`config.mk`:
```
export PLATFORM = sky130hd
export DESIGN_NAME = scaled_counter
export DESIGN_NICKNAME = d
export VERILOG_FILES = /design/src/rtl/scaled_counter_pkg.sv /design/src/rtl/tick_divider.sv /design/src/rtl/scaled_counter.sv
export SDC_FILE = /design/constraint.sdc
export NUM_CORES = 1
export LEC_CHECK = 0
export ABC_CLOCK_PERIOD_IN_PS = 2130
export BUFFER_PORTS_ARGS = -buffer_cell sky130_fd_sc_hd__buf_4
export CAP_MARGIN = 40
export CORE_MARGIN = 2
export CORE_UTILIZATION = 45
export CTS_CLUSTER_SIZE = 25
export DETAILED_ROUTE_END_ITERATION = 12
export HOLD_SLACK_MARGIN = 0.15
export PLACE_DENSITY = 0.78
export SKIP_LAST_GASP = 1
export SLEW_MARGIN = 10
export SYNTH_ARGS = -nofsm -noshare
export SYNTH_HDL_FRONTEND = slang
export SYNTH_HIERARCHICAL = 1
export SYNTH_SLANG_ARGS = --single-unit
```
`constraint.sdc`:
```
create_clock -name clock -period 2.13 [get_ports clock]
set_clock_uncertainty 0.15 [all_clocks]
set_input_delay 0.426 -clock clock [delete_from_list [all_inputs] [get_ports clock]]
set_output_delay 0.426 -clock clock [all_outputs]
set_load 0.02 [all_outputs]
```
`src/rtl/scaled_counter_pkg.sv`:
```
// Shared types and helpers for the prescaled counter and its tick divider.
package scaled_counter_pkg;

    typedef enum logic {
        SC_WRAP,
        SC_SATURATE
    } sc_mode_t;

    // A divide-by-1 prescaler still needs a one-bit register to stay legal.
    function automatic int div_width(input int divide);
        return (divide <= 2) ? 1 : $clog2(divide);
    endfunction

endpackage

```
`src/rtl/tick_divider.sv`:
```
// Free-running prescaler: one tick every DIVIDE clocks, cleared by restart.
module tick_divider
    import scaled_counter_pkg::*;
#(
    parameter int DIVIDE = 2
) (
    input  logic clock,
    input  logic reset,
    input  logic restart,
    output logic tick
);

    localparam int DW = div_width(DIVIDE);
    localparam logic [DW-1:0] LAST = DW'(DIVIDE - 1);
    localparam logic [DW-1:0] STEP = DW'(1);

    if (DIVIDE < 1) begin : g_divide_check
        $error("tick_divider: DIVIDE must be at least 1");
    end

    logic [DW-1:0] div;

    // Gated by reset so no update can be signalled while the block is held.
    assign tick = !reset && !restart && (div == LAST);

    always_ff @(posedge clock or posedge reset) begin
        if (reset) begin
            div <= '0;
        end else if (restart || div == LAST) begin
            div <= '0;
        end else begin
            div <= div + STEP;
        end
    end

endmodule

```
`src/rtl/scaled_counter.sv`:
```
// Up/down counter advancing on a prescaled tick, with load, wrap/saturate
// overflow handling and one-cycle wrapped / at_limit pulses.
module scaled_counter
    import scaled_counter_pkg::*;
#(
    parameter int              WIDTH       = 8,
    parameter int              LOAD_WIDTH  = 16,
    parameter int              DIVIDE      = 2,
    parameter logic [WIDTH-1:0] RESET_VALUE = '1,
    parameter sc_mode_t        MODE        = SC_WRAP
) (
    input  logic                  clock,
    input  logic                  reset,
    input  logic                  restart,
    input  logic                  enable,
    input  logic                  up,
    input  logic                  load,
    input  logic [LOAD_WIDTH-1:0] load_value,
    output logic [WIDTH-1:0]      value,
    output logic                  tick,
    output logic                  wrapped,
    output logic                  at_limit
);

    localparam logic [WIDTH-1:0] MAX_VALUE = '1;
    localparam logic [WIDTH-1:0] MIN_VALUE = '0;
    localparam logic [WIDTH-1:0] ONE       = WIDTH'(1);

    if (WIDTH < 2) begin : g_width_check
        $error("scaled_counter: WIDTH must be at least 2");
    end
    if (LOAD_WIDTH < WIDTH) begin : g_load_width_check
        $error("scaled_counter: LOAD_WIDTH must be at least WIDTH");
    end
    if (DIVIDE < 1) begin : g_divide_check
        $error("scaled_counter: DIVIDE must be at least 1");
    end

    logic [WIDTH-1:0] value_next;
    logic             wrapped_next;
    logic             at_limit_next;
    logic             load_unused_bits;

    // Upper load bits are accepted for port compatibility but never stored.
    assign load_unused_bits = ^load_value;

    tick_divider #(
        .DIVIDE (DIVIDE)
    ) u_tick_divider (
        .clock   (clock),
        .reset   (reset),
        .restart (restart),
        .tick    (tick)
    );

    always_comb begin
        value_next    = value;
        wrapped_next  = 1'b0;
        at_limit_next = 1'b0;
        if (tick) begin
            if (load) begin
                value_next = load_value[WIDTH-1:0];
            end else if (enable && up) begin
                if (value == MAX_VALUE) begin
                    if (MODE == SC_SATURATE) begin
                        at_limit_next = 1'b1;
                    end else begin
                        value_next   = MIN_VALUE;
                        wrapped_next = 1'b1;
                    end
                end else begin
                    value_next = value + ONE;
                end
            end else if (enable) begin
                if (value == MIN_VALUE) begin
                    if (MODE == SC_SATURATE) begin
                        at_limit_next = 1'b1;
                    end else begin
                        value_next   = MAX_VALUE;
                        wrapped_next = 1'b1;
                    end
                end else begin
                    value_next = value - ONE;
                end
            end
        end
    end

    always_ff @(posedge clock or posedge reset) begin
        if (reset) begin
            value    <= RESET_VALUE;
            wrapped  <= 1'b0;
            at_limit <= 1'b0;
        end else begin
            value    <= value_next;
            wrapped  <= wrapped_next;
            at_limit <= at_limit_next;
        end
    end

endmodule

```
==> flow_metrics.tcl <==
set metrics [dict create \
    status "completed" \
    path_buf_inv 1 \
    worstSkewPairLatency_ps 280 \
    fin_ws_ps 194 \
    cts_hold_buffers 2 \
    syn_to_final_growth_pct 24.0 \
    drt_iter0_markers 49 \
    tritoncts "yes" \
    power_frac_seq 0.367 \
    crit_arrival_ps 1980 \
    crit_path_end_kind "flip-flop" \
    drv_slew 0 \
    die_area_sq_mm 0.00262 \
    p_leak_nw 0.530 \
    die_w_um 51.2 \
    path_max_fanout 6 \
    ant_nets 0 \
    htreeDepth 1 \
    via_per_inst 5.90 \
    final_common_cell "buf_4" \
    cap_violations 0 \
    p_comb_frac 0.495 \
    fp.coreArea_sq_mm 0.00215 \
    period_needed_ps 1940 \
    rows 17 \
    p_total_w 0.00106 \
    fin_setup_tns_ps 0 \
    routed_wl_um 2630 \
    syn-num-nets 157 \
    pre_cts_ws_ps 195 \
    cp_slowest_cell "dfstp_2" \
    switching_power_w 0.000473 \
    startpoint "value[1]" \
    rsz0062_at_grt "no" \
    antenna_found_initial 0 \
    startpoint_type "flip-flop" \
    async_flop_share 1.00 \
    cp_data_required_time_ps 2180 \
    timing.final.crit_share 0.909 \
    synth_seq_area_share 0.260 \
    initial_core_util 0.467 \
    dpl.cell_count 178 \
    layout-drive-gt1-share 0.301 \
    wl_per_cell_um 14.3 \
    vias 1086 \
    dr.max_layer_used "met4" \
    internal-power_w 0.000592 \
    p_per_area_mw_per_mm2 857 \
    fmaxAchievable_mhz 516 \
    path_class "reg -> reg" \
    hold_class "reg -> reg" \
    ys.warnings.count 6 \
    final_cell_mix "buf_4, o21ai_0, nand2_1" \
    synth_edf_count 0 \
    wl_met1_um 1160 \
    synth_area_sq_mm 0.00100 \
    grt_max_degree 18 \
    syn_inst 132 \
    critPathMaxStageDelay_ps 570 \
    gp_congestion 0.888 \
    die_height_um 51.2 \
    wl_met2_um 1250 \
    crit_chain "inv_1 > ha_1 > nor4b_4 > a221oi_2 > a2111oi_2 > o311ai_1 > nand2_1" \
    n_antenna_cell 0 \
    r2r-start "value[1]" \
    p_sw_frac 0.444 \
    ys.flop_type "dfstp_2" \
    setup_violations 0 \
    ctsResizeCount 0 \
    clockBufferDepth 2 \
    ys_types 42 \
    reg2reg_slack_ps 190 \
    overflow 0 \
    route.met3.wl_um 160 \
    dr.pass1.iters 4 \
    cts_root_buf "clkbuf_4" \
    cts_sinks 10 \
    drc 0 \
    hold_viol 0 \
    crit_family "compound AO/OA/AOI/OAI gates" \
    num-fill-cells 202 \
    nNetsFinal 182 \
    clk_pin_slew_worst_paths_ps 70 \
    grt_pass1_vias 952 \
    stdcell_count 184 \
    syn_avg_cell_area_sq_um 7.59 \
    dp_hpwl_um 1920 \
    power.share.clock 0.139 \
    grt_pass1_wl_um 4270 \
    postCtsSetupBuffers 0 \
    ios 33 \
    cts-buffers-inserted 3 \
    track_usage 0.220 \
    min-delay-start "u_tick_divider/div" \
    synth-seq-cells 10 \
    io_buffers 23 \
    ir_drop_v 0.000524 \
]
synth_stat cells (3+ instances only):
cell type  number  area [sq um]
inv_1           9          33.8
nor2_1         11          41.3
dfstp_2         8           210
nand2_1        12          45.0
nor3b_1         3          22.5
a211oi_1        3          22.5
o21ai_0        12          60.1
nor4_1          3          18.8
nor3_1          4          20.0
nor2b_1         3          18.8
ha_1            3          37.5
buf_2           8          40.0
nand3_1         8          40.0
a21oi_1        10          50.1
registers in the layout, indices dropped and copies added, names as in the netlist:
signal              flops
u_tick_divider/div      1
wrapped                 1
value                   8
path summary, 6_finish.rpt:
path	to	depth (start not counted)
setup / recovery	value[3]	7
hold / removal	u_tick_divider/div	1
setup reg to reg	value[3]	7
hold reg to reg	u_tick_divider/div	1
max in group asynchronous	value[1]	3
min in group asynchronous	u_tick_divider/div	3
final cells by class:
| cell class | count | area [sq um] | share of cell area |
|---|---|---|---|
| multi-input cells | 101 | 642 | 0.517 |
| flip-flops and latches | 10 | 260 | 0.209 |
| repair buffers | 32 | 245 | 0.197 |
| well taps | 28 | 35.0 | 0.0282 |
| inverters | 9 | 33.8 | 0.0272 |
| clock buffers | 4 | 26.3 | 0.0211 |
cells by family (layout without fill, tap and decap cells):
family | Yosys count | in the layout | share of synthesized area
AOI/OAI and AO/OA | 43 | 43 | 0.288
xor gates and xnor gates | 2 | 2 | 0.0175
adders and majority gates | 3 | 3 | 0.0375
buffers and inverters | 21 | 45 | 0.0999
DFF | 10 | 10 | 0.260
muxes | 1 | 1 | 0.0112
other | 1 | 1 | 0.00374
and+or+nand+nor | 51 | 51 | 0.282
through the flow:
stage	hold slack, ps	utilization	cell area, sq um
2_1_floorplan	4.71	-	1000
3_3_place_gp	136	0.557	1200
3_5_place_dp	144	0.557	1200
4_1_cts	269	0.578	1240
5_1_grt	272	0.578	1240
6_report	268	0.578	1240
power by group through the flow:
stage	Sequential [W]	Combinational, W	Clock [W]
floorplan	0.000371	0.000371	0
global placement	0.000389	0.000517	0
detailed placement	0.000392	0.000520	0
CTS	0.000389	0.000525	0.000157
global route	0.000402	0.000579	0.000168
finish	0.000390	0.000527	0.000148
per-layer routing:
layer  track usage  vias to the layer above
met5             0                        -
met1         0.282                      513
met3        0.0322                        5
met2         0.351                       45
met4         0.126                        0
li1              -                      523
Power figures use the tool's default switching activity.
